<file path="src/rtl/sram_arb_pkg.sv">
// Shared types and constants for the two-port async SRAM arbiter.
package sram_arb_pkg;

    typedef enum logic [1:0] {
        ST_IDLE   = 2'd0,
        ST_SETUP  = 2'd1,
        ST_ACCESS = 2'd2,
        ST_DONE   = 2'd3
    } state_t;

    localparam int P0 = 0;
    localparam int P1 = 1;

    localparam int DEF_ADDR_W = 17;
    localparam int DEF_DATA_W = 16;

endpackage

</file>
<file path="src/rtl/sram_arb_pick.sv">
// Combinational winner select between the two requesters.
// Define SRAM_ARB_RR_EN for round-robin with a last-grant register; otherwise port 0 has fixed priority.
module sram_arb_pick
    import sram_arb_pkg::*;
(
`ifdef SRAM_ARB_RR_EN
    input  logic       i_clk,
    input  logic       i_rstN,
    input  logic       i_take,
`endif
    input  logic [1:0] i_req,
    output logic       o_winner
);

`ifdef SRAM_ARB_RR_EN
    logic r_lastGrant;

    // Resetting to port 1 makes port 0 the winner of the first contention.
    always_ff @(posedge i_clk) begin
        if (!i_rstN) begin
            r_lastGrant <= 1'b1;
        end else if (i_take) begin
            r_lastGrant <= o_winner;
        end
    end

    always_comb begin
        if (i_req[P0] && i_req[P1]) begin
            o_winner = ~r_lastGrant;
        end else begin
            o_winner = i_req[P1];
        end
    end
`else
    always_comb begin
        o_winner = ~i_req[P0] & i_req[P1];
    end
`endif

endmodule

</file>
<file path="src/rtl/sram_arbiter.sv">
// Two-port arbiter and strobe sequencer for a single async SRAM (active-low CE/OE/WE).
// Optional macro SRAM_ARB_RR_EN selects round-robin arbitration instead of fixed priority.
module sram_arbiter
    import sram_arb_pkg::*;
#(
    parameter int ADDR_W     = DEF_ADDR_W,
    parameter int DATA_W     = DEF_DATA_W,
    parameter int ACC_CYCLES = 2
)(
    input  logic                  clk,
    input  logic                  rst_n,
    input  logic [1:0]            req,
    input  logic [1:0]            we,
    input  logic [2*ADDR_W-1:0]   addr,
    input  logic [2*DATA_W-1:0]   wdata,
    output logic [1:0]            ack,
    output logic [DATA_W-1:0]     rdata,
    output logic                  sram_ce_n,
    output logic                  sram_oe_n,
    output logic                  sram_we_n,
    output logic [ADDR_W-1:0]     sram_addr,
    output logic [DATA_W-1:0]     sram_dout,
    output logic                  sram_dout_en,
    input  logic [DATA_W-1:0]     sram_din
);

    localparam logic [3:0] LAST_CNT = 4'(ACC_CYCLES - 1);

    state_t              r_state;
    state_t              w_stateNext;
    logic [3:0]          r_cnt;
    logic [3:0]          w_cntNext;
    logic                r_winner;
    logic                r_isWrite;
    logic                w_pick;
    logic                w_take;
    logic                w_isWrite;
    logic [ADDR_W-1:0]   w_addrSel;
    logic [DATA_W-1:0]   w_dataSel;

    sram_arb_pick u_pick (
`ifdef SRAM_ARB_RR_EN
        .i_clk    (clk),
        .i_rstN   (rst_n),
        .i_take   (w_take),
`endif
        .i_req    (req),
        .o_winner (w_pick)
    );

    always_comb begin
        w_stateNext = r_state;
        w_cntNext   = r_cnt;
        w_take      = 1'b0;
        case (r_state)
            ST_IDLE: begin
                if (|req) begin
                    w_take      = 1'b1;
                    w_stateNext = ST_SETUP;
                end
            end
            ST_SETUP: begin
                w_stateNext = ST_ACCESS;
                w_cntNext   = 4'd0;
            end
            ST_ACCESS: begin
                if (r_cnt == LAST_CNT) begin
                    w_stateNext = ST_DONE;
                end else begin
                    w_cntNext = r_cnt + 4'd1;
                end
            end
            ST_DONE: begin
                w_stateNext = ST_IDLE;
            end
            default: begin
                w_stateNext = ST_IDLE;
            end
        endcase
    end

    // Direction comes straight from the winner on the grant edge, from the latched copy afterwards.
    always_comb begin
        w_isWrite = r_isWrite;
        w_addrSel = w_pick ? addr[P1*ADDR_W +: ADDR_W] : addr[P0*ADDR_W +: ADDR_W];
        w_dataSel = w_pick ? wdata[P1*DATA_W +: DATA_W] : wdata[P0*DATA_W +: DATA_W];
        if (w_take) begin
            w_isWrite = we[w_pick];
        end
    end

    // Strobes are registered from the next state so the pins are glitch-free.
    always_ff @(posedge clk) begin
        if (!rst_n) begin
            r_state      <= ST_IDLE;
            r_cnt        <= 4'd0;
            r_winner     <= 1'b0;
            r_isWrite    <= 1'b0;
            ack          <= 2'b00;
            rdata        <= '0;
            sram_ce_n    <= 1'b1;
            sram_oe_n    <= 1'b1;
            sram_we_n    <= 1'b1;
            sram_addr    <= '0;
            sram_dout    <= '0;
            sram_dout_en <= 1'b0;
        end else begin
            r_state      <= w_stateNext;
            r_cnt        <= w_cntNext;
            r_isWrite    <= w_isWrite;
            if (w_take) begin
                r_winner  <= w_pick;
                sram_addr <= w_addrSel;
                sram_dout <= w_dataSel;
            end
            sram_ce_n    <= (w_stateNext == ST_IDLE);
            sram_oe_n    <= !((w_stateNext == ST_ACCESS) && !w_isWrite);
            sram_we_n    <= !((w_stateNext == ST_ACCESS) && w_isWrite);
            sram_dout_en <= (w_stateNext != ST_IDLE) && w_isWrite;
            ack          <= (w_stateNext == ST_DONE) ? (2'b01 << r_winner) : 2'b00;
            if ((r_state == ST_ACCESS) && (w_stateNext == ST_DONE) && !r_isWrite) begin
                rdata <= sram_din;
            end
        end
    end

endmodule

</file>
<file path="config.mk">
export PLATFORM = sky130hd
export DESIGN_NAME = sram_arbiter
export DESIGN_NICKNAME = d
export VERILOG_FILES = /design/src/rtl/sram_arb_pkg.sv /design/src/rtl/sram_arb_pick.sv /design/src/rtl/sram_arbiter.sv
export SDC_FILE = /design/constraint.sdc
export NUM_CORES = 1
export LEC_CHECK = 0
export BUFFER_PORTS_ARGS = -buffer_cell sky130_fd_sc_hd__buf_2
export CORE_MARGIN = 4
export CORE_UTILIZATION = 31
export CTS_CLUSTER_SIZE = 12
export DETAILED_ROUTE_END_ITERATION = 10
export GPL_TIMING_DRIVEN = 0
export HOLD_SLACK_MARGIN = 0.08
export PLACE_DENSITY = 0.71
export SLEW_MARGIN = 20
export SYNTH_ARGS = -nofsm -noshare
export SYNTH_HDL_FRONTEND = slang
export SYNTH_SLANG_ARGS = --single-unit
</file>
<file path="constraint.sdc">
create_clock -name clk -period 1.6 [get_ports clk]
set_input_delay 0.48 -clock clk [delete_from_list [all_inputs] [get_ports clk]]
set_output_delay 0.48 -clock clk [all_outputs]
set_load 0.005 [all_outputs]
</file>
# Yosys cells after proc, flatten, opt, wreduce, memory -nomap -nowiden
# Cells that the tools add are included.
[classes]
add_sub_neg = 1
order_cmp = 1
n_eq_ne = 7
n_shift = 1
n_mux = 12
n_bitwise = 2
reduce_logical = 16
[op_table]
columns = ["op", "count"]
rows = [
  ["2-to-1 mux 17 bit", 1],
  ["2-to-1 mux 16 bit", 1],
  ["== test 2 bit (second input constant)", 4],
  ["one-hot mux 2 bit (4 select lines)", 1],
  ["one-hot mux 4 bit (2 select lines)", 1],
  ["logical AND 1 bit", 5],
  ["2-to-1 mux 1 bit", 5],
  ["adder 4 x 1 -> 4 bit (second input constant)", 1],
  ["== test 4 x 1 -> 1 bit (second input constant)", 1],
  ["zero test 1 bit", 4],
  ["zero test 2 bit", 2],
  ["2-to-1 mux 2 bit", 2],
  ["2-to-1 mux 4 bit", 1],
  ["AND reduction 2 bit", 2],
  ["nonzero test 2 bit", 2],
  ["== test 2 x 1 -> 1 bit (second input constant)", 1],
  ["less-than comparator 1 x 2 -> 1 bit (second input constant)", 1],
  ["inequality test 2 bit (second input constant)", 1],
  ["OR reduction 2 bit", 1],
  ["left shift 1 x 1 -> 2 bit (first input constant)", 1],
  ["AND 1 bit", 1],
  ["inverter 1 bit", 1],
]
[totals]
regBits = 63
in_bits = 88
out_inout_bits = 55

# Logic depth before layout (Yosys ltp)
# Gate-level depths: netlist of run 1.
[logic_depth]
ltp_word = 8
ltp_mapped = 7

# Hierarchy
# From an unflattened synthesis of run 1, not the netlist that was laid out.
[unflattened]
cells_unflattened = 284
hier_area_um2 = 2813.9
[modules_own_cells]
columns = ["mod", "n_inst", "cells_each", "area_each_um2"]
rows = [
  ["sram_arbiter", 1, 283, 2800.2],
  ["sram_arb_pick", 1, 1, 13.8],
]

# Least setup slack after synthesis of run 1
# No wires, ideal clock.
[synth_timing]
path_type = "register to register"
from = "reg r_cnt[0]"
to = "reg rdata[10]"
setup_ps = 72
t_arrival_ps = 1725
slack_ps = -196
path_stages_with_launch = 6
period_less_slack_ps = 1796
path_cell_list = "dfxtp_1 > ha_1 > or3b_4 > a211oi_4 > buf_8 > mux2i_1"
[synth_between]
elab_chain_len = 6
[synth_lines]
columns = ["element", "line", "text"]
rows = [
  ["start: declaration", "sram_arbiter.sv:31", "logic [3:0] r_cnt;"],
  ["start signal: assignment", "sram_arbiter.sv:109", "r_cnt <= w_cntNext;"],
  ["== test 4 x 1 -> 1 bit", "sram_arbiter.sv:67", "if (r_cnt == LAST_CNT) begin"],
  ["2-to-1 mux 2 bit", "sram_arbiter.sv:67", ""],
  ["one-hot mux 2 bit (4 select lines)", "sram_arbiter.sv:55", "case (r_state)"],
  ["== test 2 bit", "sram_arbiter.sv:121", "if ((r_state == ST_ACCESS) && (w_stateNext == ST_DONE) && !r_isWrite) begin"],
  ["logical AND 1 bit (2 in series)", "sram_arbiter.sv:121", ""],
  ["end signal: assignment", "sram_arbiter.sv:122", "rdata <= sram_din;"],
  ["end: declaration", "sram_arbiter.sv:17", "output logic [DATA_W-1:0] rdata,"],
]
# No other way between the ends.
# A chain may end at the register's enable or synchronous reset.

# Worst setup path in the final report of run 1
[layout_timing]
from = "reg r_state[0]"
to = "reg rdata[15]"
[layout_between]
elab_chain_len = 5
elab_cells_between_ends = 10
classes_between = "eq/ne: 4; mux: 3; reduce/logical: 3"
[layout_lines]
columns = ["element", "line", "text"]
rows = [
  ["start: declaration", "sram_arbiter.sv:29", "state_t r_state;"],
  ["start signal: assignment", "sram_arbiter.sv:108", "r_state <= w_stateNext;"],
  ["== test 2 bit, or another cell as far along", "sram_arbiter.sv:55", ""],
  ["one-hot mux 2 bit (4 select lines) (*)", "sram_arbiter.sv:55", ""],
  ["via w_stateNext[1]", "sram_arbiter.sv:30", "state_t w_stateNext;"],
  ["== test 2 bit (*)", "sram_arbiter.sv:121", ""],
  ["logical AND 1 bit (*) (2 in series)", "sram_arbiter.sv:121", ""],
]
# The timed path passes the listed nets; every way through them passes the cells marked *.

==> results of run 1 <==
[what timing repair did]
item                                    CTS  global route
endpoints found under the setup margin   49            52
buffers inserted                          6             3
gates cloned                              1             0
gates resized for setup                  12            17
pin swaps                                 1             2
[cell type report]
cell class                 count  share of cell area, %
clock buffer                  11                   3.85
inverter                       5                  0.573
timing repair buffer         151                   20.1
buffer                        19                   2.29
sequential                    63                   32.3
multi-input combinational    195                   36.3
clock inverter                 4                   1.15
tap                          105                   3.35
[synth_stat cells (3+ instances only)]
library cell,n,area (sq um)
nor2_1,37,139
nand3_1,5,25.0
dfxtp_1,63,1260
inv_1,5,18.8
nand2_1,32,120
clkbuf_1,12,45.0
a211oi_1,34,255
ha_1,6,75.1
mux2i_1,50,500
buf_1,3,11.3
a21oi_1,4,20.0
buf_2,4,20.0
[registers in the layout, summed over array words and instances, names as in the netlist]
register / flops
rdata: 16
r_isWrite: 1
r_state: 2
sram_addr: 17
sram_oe_n: 1
sram_dout: 16
r_winner: 1
sram_we_n: 1
sram_ce_n: 1
ack: 2
r_cnt: 4
sram_dout_en: 1
[logic make-up after synthesis]
group	Yosys count	synth area share, %
adder cells (fa/ha/maj)	6	2.75
flip-flops	63	46.3
buffers and inverters	25	4.04
AO/OA/AOI/OAI	48	13.5
AND/OR/NAND/NOR	91	15.1
multiplexers	50	18.4
[routing by layer]
metal | up-vias | part of all wire (%) | global-route usage [%] | wire [um]
li1 | 1316 | - | - | -
met1 | 1186 | 42 | 17.9 | 3290
met2 | 120 | 47 | 24.7 | 3680
met3 | 10 | 9.9 | 5.10 | 776
met4 | 0 | 1.4 | 6.44 | 108
met5 | - | 0 | 0 | 0
[report_power, final]
| part | leakage [nW] | switching [mW] | internal, mW |
|---|---|---|---|
| Clock | 0.105 | 0.604 | 0.788 |
| Sequential | 0.520 | 0.233 | 2.00 |
| Combinational | 1.34 | 1.33 | 1.15 |
| Total | 1.96 | 2.17 | 3.94 |
[path summary, 6_finish.rpt]
kind	to	slack, ns	cells after the start
max	rdata[15]	-0.13	6
min	rdata[6]	0.40	3
max reg2reg	rdata[15]	-0.13	6
min reg2reg	rdata[1]	0.46	2
[stage by stage]
step	hold slack [ns]	total power, mW	instance area [sq um]
CTS	0.375	5.93	3880
global route	0.387	6.56	3930
global placement	0.440	4.33	3590
detailed placement	0.441	4.39	3590
finish	0.396	6.11	3930
floorplan	0.411	3.54	2740
[worst max-delay path: cells and delay by family (launching register included)]
family	cells	cell delay, ns
AO/OA/AOI/OAI	1	0.33
AND/OR/NAND/NOR	1	0.13
buffers and inverters	2	0.32
multiplexers	1	0.20
flip-flops	1	0.38
adder cells (fa/ha/maj)	1	0.29
==> flow_metrics.tcl, run 1 <==
set metrics [dict create \
    status "finished, violations left" \
    violations "setup timing" \
    cp.required_ns 1.85 \
    synthDistinctLibCells 34 \
    max_stage_delay_ns 0.38 \
    n_antenna_cell 0 \
    tritoncts "yes" \
    multi_input_area_sq_um 1430 \
    grt-ovfl-total 0 \
    power.density_nw_per_um2 1560 \
    synth_warnings 0 \
    hpwl_um 5940 \
    layout_common_cells "buf_2, dfxtp_1, mux2i_1" \
    vias_per_cell 4.76 \
    worstMarginPinSlew_ns 0.506 \
    instances_no_fill 553 \
    synth_seq_area_share_pct 46.3 \
    synth_nets 377 \
    ys.flop_type "dfxtp_1" \
    rsz0062_at_grt "true" \
    r2r-start "r_state[0]" \
    start_util_pct 32.5 \
    drc 0 \
    cts_hold_buffers 0 \
    pin_count 143 \
    cts_root_buf "clkbuf_8" \
    skew_ns 0.00732 \
    cp_cell_sequence "clkinvlp_4 -> ha_4 -> nand3b_1 -> a211oi_4 -> buf_6 -> mux2i_1" \
    synth_edf_count 0 \
    nFillCells 822 \
    finalHoldViolCount 0 \
    cp_max_fo 6 \
    regArea_sq_um 1270 \
    nNetsFinal 538 \
    area_delta_synth_final_pct 44.1 \
    min_path_type "input pin to flip-flop" \
    clk-insertion-delay-late_ns 0.33 \
    dp.cells 530 \
    utilization_pct 46.9 \
    place_ws_ns -0.427 \
    p_leak_nw 1.96 \
    numCtsBuffers 9 \
    fmax_mhz 579 \
    finalSetupTns_ns -1.46 \
    core_sq_um 8380 \
    cts.sinks 63 \
    setup_viol 17 \
    startpoint "r_state[0]" \
    synth.ff_latch_count 63 \
    maxSlewViolCount 0 \
    grt_pass1_vias 2640 \
    routed_wl_um 7850 \
    crit_path_start_kind "flip-flop" \
    htree_levels 3 \
    max-cap-violations 0 \
    syn_area_per_cell_sq_um 9.63 \
    antenna_found_initial 0 \
    die_h_um 102 \
    layout_commonest_cell "buf_2" \
    timing.final.crit_share_pct 108 \
    grt_start_max_net_pins 11 \
    min_period_ns 1.73 \
    rows 33 \
    fin_ws_ns -0.126 \
    async_flop_share_pct 0 \
    slew_headroom_pct 66.3 \
    cts.clk_slew.worst_paths_ns 0.07 \
    die_area_sq_um 10400 \
    io_buffers 142 \
    vdd_drop_max_uv 547 \
    ant_nets 0 \
    syn_area_sq_um 2730 \
    routedWlPerCell_um 14.2 \
    drive_gt1_share_pct 43.5 \
    cp_slowest_cell "dfxtp_4" \
    die_w_um 102 \
    gp_congestion 0.825 \
    drtIter0Drc 45 \
    grt_usage_pct 15.1 \
    critPathCaptureType "flip-flop" \
    cp.arrival_ns 1.98 \
    dr_total_vias 2632 \
    synthCells 283 \
    grt_pass1_wl_um 12200 \
    clockBufferDepth 2 \
    firstDrtPassIters 4 \
    worstHoldStart "sram_din[6]" \
    critical_path_class "flip-flop to flip-flop" \
]
Power figures use the tool's default switching activity.
==> inputs of run 2 (changes only) <==
Settings changed: CELL_PAD_IN_SITES_DETAIL_PLACEMENT from default to 1, CELL_PAD_IN_SITES_GLOBAL_PLACEMENT from default to 1, CORE_UTILIZATION 31 to 29, PLACE_DENSITY 0.71 to 0.86.
==> flow_metrics.tcl, run 2 (synthesis results as in run 1) <==
set metrics [dict create \
    status "finished, violations left" \
    violations "setup timing" \
    fin_ws_ns -0.110 \
    htree_levels 3 \
    cp_cell_sequence "inv_2 -> ha_4 -> or3b_4 -> a211oi_4 -> buf_6 -> mux2i_1" \
    area_delta_synth_final_pct 44.9 \
    die_area_sq_um 11000 \
    die_w_um 105 \
    core_sq_um 9200 \
    setup_viol 17 \
    grt-ovfl-total 0 \
    ant_nets 0 \
    gp_congestion 0.749 \
    top_register "sram_addr" \
    cts_root_buf "clkbuf_8" \
    cp.required_ns 1.85 \
    maxSlewViolCount 0 \
    pin_count 143 \
    utilization_pct 43.0 \
    min_path_type "input pin to flip-flop" \
    drc 0 \
    whs_ns 0.395 \
    cp_slowest_cell "or3b_4" \
    regArea_sq_um 1270 \
    finalSetupTns_ns -1.15 \
    crit_path_start_kind "flip-flop" \
    pwr-share-clk_pct 21.8 \
    min_period_ns 1.71 \
    die_h_um 105 \
    hpwl_um 6780 \
    drive_gt1_share_pct 43.8 \
    grt_pass1_vias 2946 \
    largest_reg_flops 17 \
    critical_path_class "flip-flop to flip-flop" \
    routedWlPerCell_um 15.4 \
    io_buffers 142 \
    r2r-start "r_cnt[1]" \
    p_leak_nw 1.96 \
    p_total_mw 6.19 \
    vias_per_cell 4.82 \
    slew_headroom_pct 65.7 \
    n_antenna_cell 0 \
    rows 35 \
    nNetsFinal 536 \
    cts.sinks 63 \
    clk-insertion-delay-late_ns 0.33 \
    placed_cell_area_sq_um 3590 \
    fmax_mhz 585 \
    rrSetupSlack_ns -0.11 \
    seqPwrFrac_pct 36.1 \
    layout_commonest_cell "buf_2" \
    firstDrtPassIters 4 \
    tritoncts "yes" \
    dr_total_vias 2687 \
    nFillCells 1117 \
    start_util_pct 29.6 \
    fin_area_sq_um 3950 \
    worstMarginPinSlew_ns 0.514 \
    dp.cells 536 \
    max_stage_delay_ns 0.39 \
    layout_common_cells "buf_2, dfxtp_1, mux2i_1" \
    routed_wl_um 8620 \
    skew_ns 0.00871 \
    cp.arrival_ns 1.96 \
    critPathCaptureType "flip-flop" \
    p_int_mw 3.95 \
    combPwrFrac_pct 42.1 \
    power.density_nw_per_um2 1570 \
    r2r-end "rdata[4]" \
    switching_share_pct 36.2 \
    p_switching_mw 2.24 \
    drtIter0Drc 25 \
    place_ws_ns -0.441 \
    timing.final.crit_share_pct 107 \
    startpoint "r_cnt[1]" \
    cp_max_fo 6 \
    grt_pass1_wl_um 14100 \
    numCtsBuffers 9 \
    top_regs "sram_addr x17, rdata x16, sram_dout x16" \
    rr_worst_depth 6 \
    clockBufferDepth 2 \
    multi_input_area_sq_um 1450 \
    cts.clk_slew.worst_paths_ns 0.07 \
    max-cap-violations 0 \
    finalHoldViolCount 0 \
    rsz0062_at_grt "true" \
    crit_end "rdata[4]" \
    antenna_found_initial 1 \
    grt_usage_pct 15.7 \
    instances_no_fill 558 \
    vdd_drop_max_uv 721 \
    grt_start_max_net_pins 11 \
]
==> run 2: repair_timing <==
| action | CTS | global route |
|---|---|---|
| hold buffers | 0 | 0 |
| setup endpoints to repair | 49 | 34 |
| pin swaps | 1 | 1 |
| cloned | 1 | 0 |
| endpoints found under the hold margin | 0 | 0 |
| gates resized for setup | 16 | 19 |
| buffers inserted | 6 | 1 |
==> run 2: metal layers <==
| layer | GRT usage (%) | vias to the layer above | wire length (um) |
|---|---|---|---|
| met2 | 28.1 | 105 | 4420 |
| met5 | 0 | - | 7 |
| met4 | 3.94 | 2 | 108 |
| li1 | - | 1316 | - |
| met1 | 17.3 | 1249 | 3410 |
| met3 | 6.05 | 15 | 673 |
==> run 2: how the worst min path moves through the flow <==
stage                     depth (start not counted)    startpoint  slack [ns]        end
final                                             3  sram_din[10]        0.39  rdata[10]
after global routing                              3  sram_din[10]        0.39  rdata[10]
after CTS                                         3   sram_din[1]        0.38   rdata[1]
after detailed placement                          2      rdata[6]        0.45   rdata[6]
after global placement                            2     rdata[11]        0.44  rdata[11]
after floorplan                                   1      r_winner        0.41     ack[0]
==> run 2: critical path: cells and delay by family (launching register included) <==
kind | cells | cell delay, ns
adder cells (fa/ha/maj) | 1 | 0.12
AO/OA/AOI/OAI | 1 | 0.34
flip-flops | 1 | 0.33
AND/OR/NAND/NOR | 1 | 0.39
buffers and inverters | 2 | 0.26
multiplexers | 1 | 0.20
==> run 2: area by class of cell <==
cell class / count / area share [%]
Tap cell: 111 / 3.52
Timing Repair Buffer: 149 / 19.6
Clock inverter: 4 / 1.14
Clock buffer: 12 / 3.67
Buffer: 19 / 2.63
Sequential cell: 63 / 32.1
Inverter: 5 / 0.538
Multi-Input combinational cell: 195 / 36.8
==> run 2: power groups by stage <==
stage | sequential [mW] | combinational (mW) | clock, mW
after floorplan | 2.26 | 1.28 | 0
after global placement | 2.23 | 2.08 | 0
after detailed placement | 2.25 | 2.22 | 0
after CTS | 2.22 | 2.45 | 1.39
after global routing | 2.29 | 2.89 | 1.49
final | 2.24 | 2.60 | 1.35
==> inputs of run 3 (changes only) <==
--- a/config.mk
+++ b/config.mk
@@ -17,2 +17,3 @@
 export PLACE_DENSITY = 0.86
+export SKIP_CTS_REPAIR_TIMING = 1
 export SLEW_MARGIN = 20
==> constraint.sdc (replaced) <==
create_clock -name clk -period 1.6 [get_ports clk]
set_input_delay 0.24 -clock clk [delete_from_list [all_inputs] [get_ports clk]]
set_output_delay 0.24 -clock clk [all_outputs]
set_load 0.005 [all_outputs]
==> flow_metrics.tcl, run 3 (synthesis results as in run 1) <==
set metrics [dict create \
    status "finished, violations left" \
    violations "setup timing" \
    min_period_ns 1.71 \
    fin_area_sq_um 3850 \
    instances_no_fill 554 \
    area_delta_synth_final_pct 41.4 \
    n_antenna_cell 0 \
    layout_commonest_cell "buf_2" \
    layout_common_cells "buf_2, dfxtp_1, mux2i_1" \
    grt_pass1_vias 2897 \
    core_sq_um 9200 \
    critPathCaptureType "flip-flop" \
    pin_count 143 \
    critical_path_class "flip-flop to flip-flop" \
    vdd_drop_max_uv 705 \
    clockBufferDepth 2 \
    routedWlPerCell_um 15.1 \
    finalHoldViolCount 0 \
    rsz0062_at_grt "true" \
    p_total_mw 5.90 \
    routed_wl_um 8360 \
    dp.cells 536 \
    timing.final.crit_share_pct 107 \
    utilization_pct 41.9 \
    cp.required_ns 1.85 \
    top_register "sram_addr" \
    dr_total_vias 2654 \
    crit_path_start_kind "flip-flop" \
    min_path_type "input pin to flip-flop" \
    cts_root_buf "clkbuf_8" \
    grt-ovfl-total 0 \
    grt_pass1_wl_um 13800 \
    tritoncts "yes" \
    drive_gt1_share_pct 41.5 \
    fin_ws_ns -0.112 \
    drc 0 \
    vias_per_cell 4.79 \
    placed_cell_area_sq_um 3590 \
    start_util_pct 29.6 \
    nNetsFinal 532 \
    setup_viol 16 \
    cts.sinks 63 \
    power.density_nw_per_um2 1530 \
    rrSetupSlack_ns -0.11 \
    drtIter0Drc 34 \
    ant_nets 0 \
    cp_max_fo 10 \
    cts.clk_slew.worst_paths_ns 0.07 \
    cp.arrival_ns 1.97 \
    rows 35 \
    max-cap-violations 0 \
    grt_start_max_net_pins 11 \
    clk-insertion-delay-late_ns 0.33 \
    firstDrtPassIters 4 \
    p_leak_nw 1.92 \
    die_w_um 105 \
    maxSlewViolCount 0 \
    hpwl_um 6780 \
    gp_congestion 0.749 \
    fmax_mhz 584 \
    antenna_found_initial 1 \
    skew_ns 0.00594 \
    die_h_um 105 \
    grt_usage_pct 15.4 \
    die_area_sq_um 11000 \
    finalSetupTns_ns -1.36 \
    io_buffers 142 \
    top_regs "sram_addr x17, rdata x16, sram_dout x16" \
    htree_levels 3 \
    numCtsBuffers 9 \
    largest_reg_flops 17 \
    slew_headroom_pct 66.4 \
    worstMarginPinSlew_ns 0.504 \
]
-- run 3: cell types whose count changed in the layout (fill, tap and decap cells not counted), sizes merged --
cell / previous run / this run
buf: 157 / 153
-- run 3: critical path, cell delays in order, from the launching register on --
cell and delay (ns):
dfxtp_4 0.36, inv_4 0.05, ha_4 0.11, or3b_4 0.40
a211oi_4 0.31, buf_8 0.20, mux2i_1 0.21
-- run 3: through the flow --
stage | hold slack, ns | setup slack (ns)
after CTS | 0.139 | -0.463
after global placement | 0.438 | -0.309
after global routing | 0.146 | -0.172
after floorplan | 0.382 | -0.179
after detailed placement | 0.454 | -0.441
final | 0.157 | -0.112
-- run 3: where the power goes --
part / internal (mW) / switching [mW]
Combinational: 1.04 / 1.29
Sequential: 1.99 / 0.227
Clock: 0.756 / 0.592
-- run 3: final cells by class --
cell class / instances / area, sq um
inverters: 5 / 21.3
clock buffers: 12 / 145
repair buffers: 144 / 729
clock inverters: 4 / 45.0
well taps: 111 / 139
fillers: 1118 / 5340
flip-flops and latches: 63 / 1270
multi-input cells: 195 / 1390
plain buffers: 20 / 113
-- run 3: path summary, 6_finish.rpt --
path	from	to	cells past startpoint
setup reg to reg	r_cnt[1]	rdata[7]	6
setup / recovery	r_cnt[1]	rdata[7]	6
hold reg to reg	rdata[6]	rdata[6]	2
hold / removal	sram_din[10]	rdata[10]	3
-- run 3: routing by layer --
| layer | wire length (um) | track usage, % | vias up |
|---|---|---|---|
| li1 | - | - | 1311 |
| met1 | 3420 | 17.2 | 1220 |
| met2 | 4150 | 27.2 | 106 |
| met3 | 664 | 6.05 | 15 |
| met4 | 108 | 3.94 | 2 |
| met5 | 7 | 0 | - |
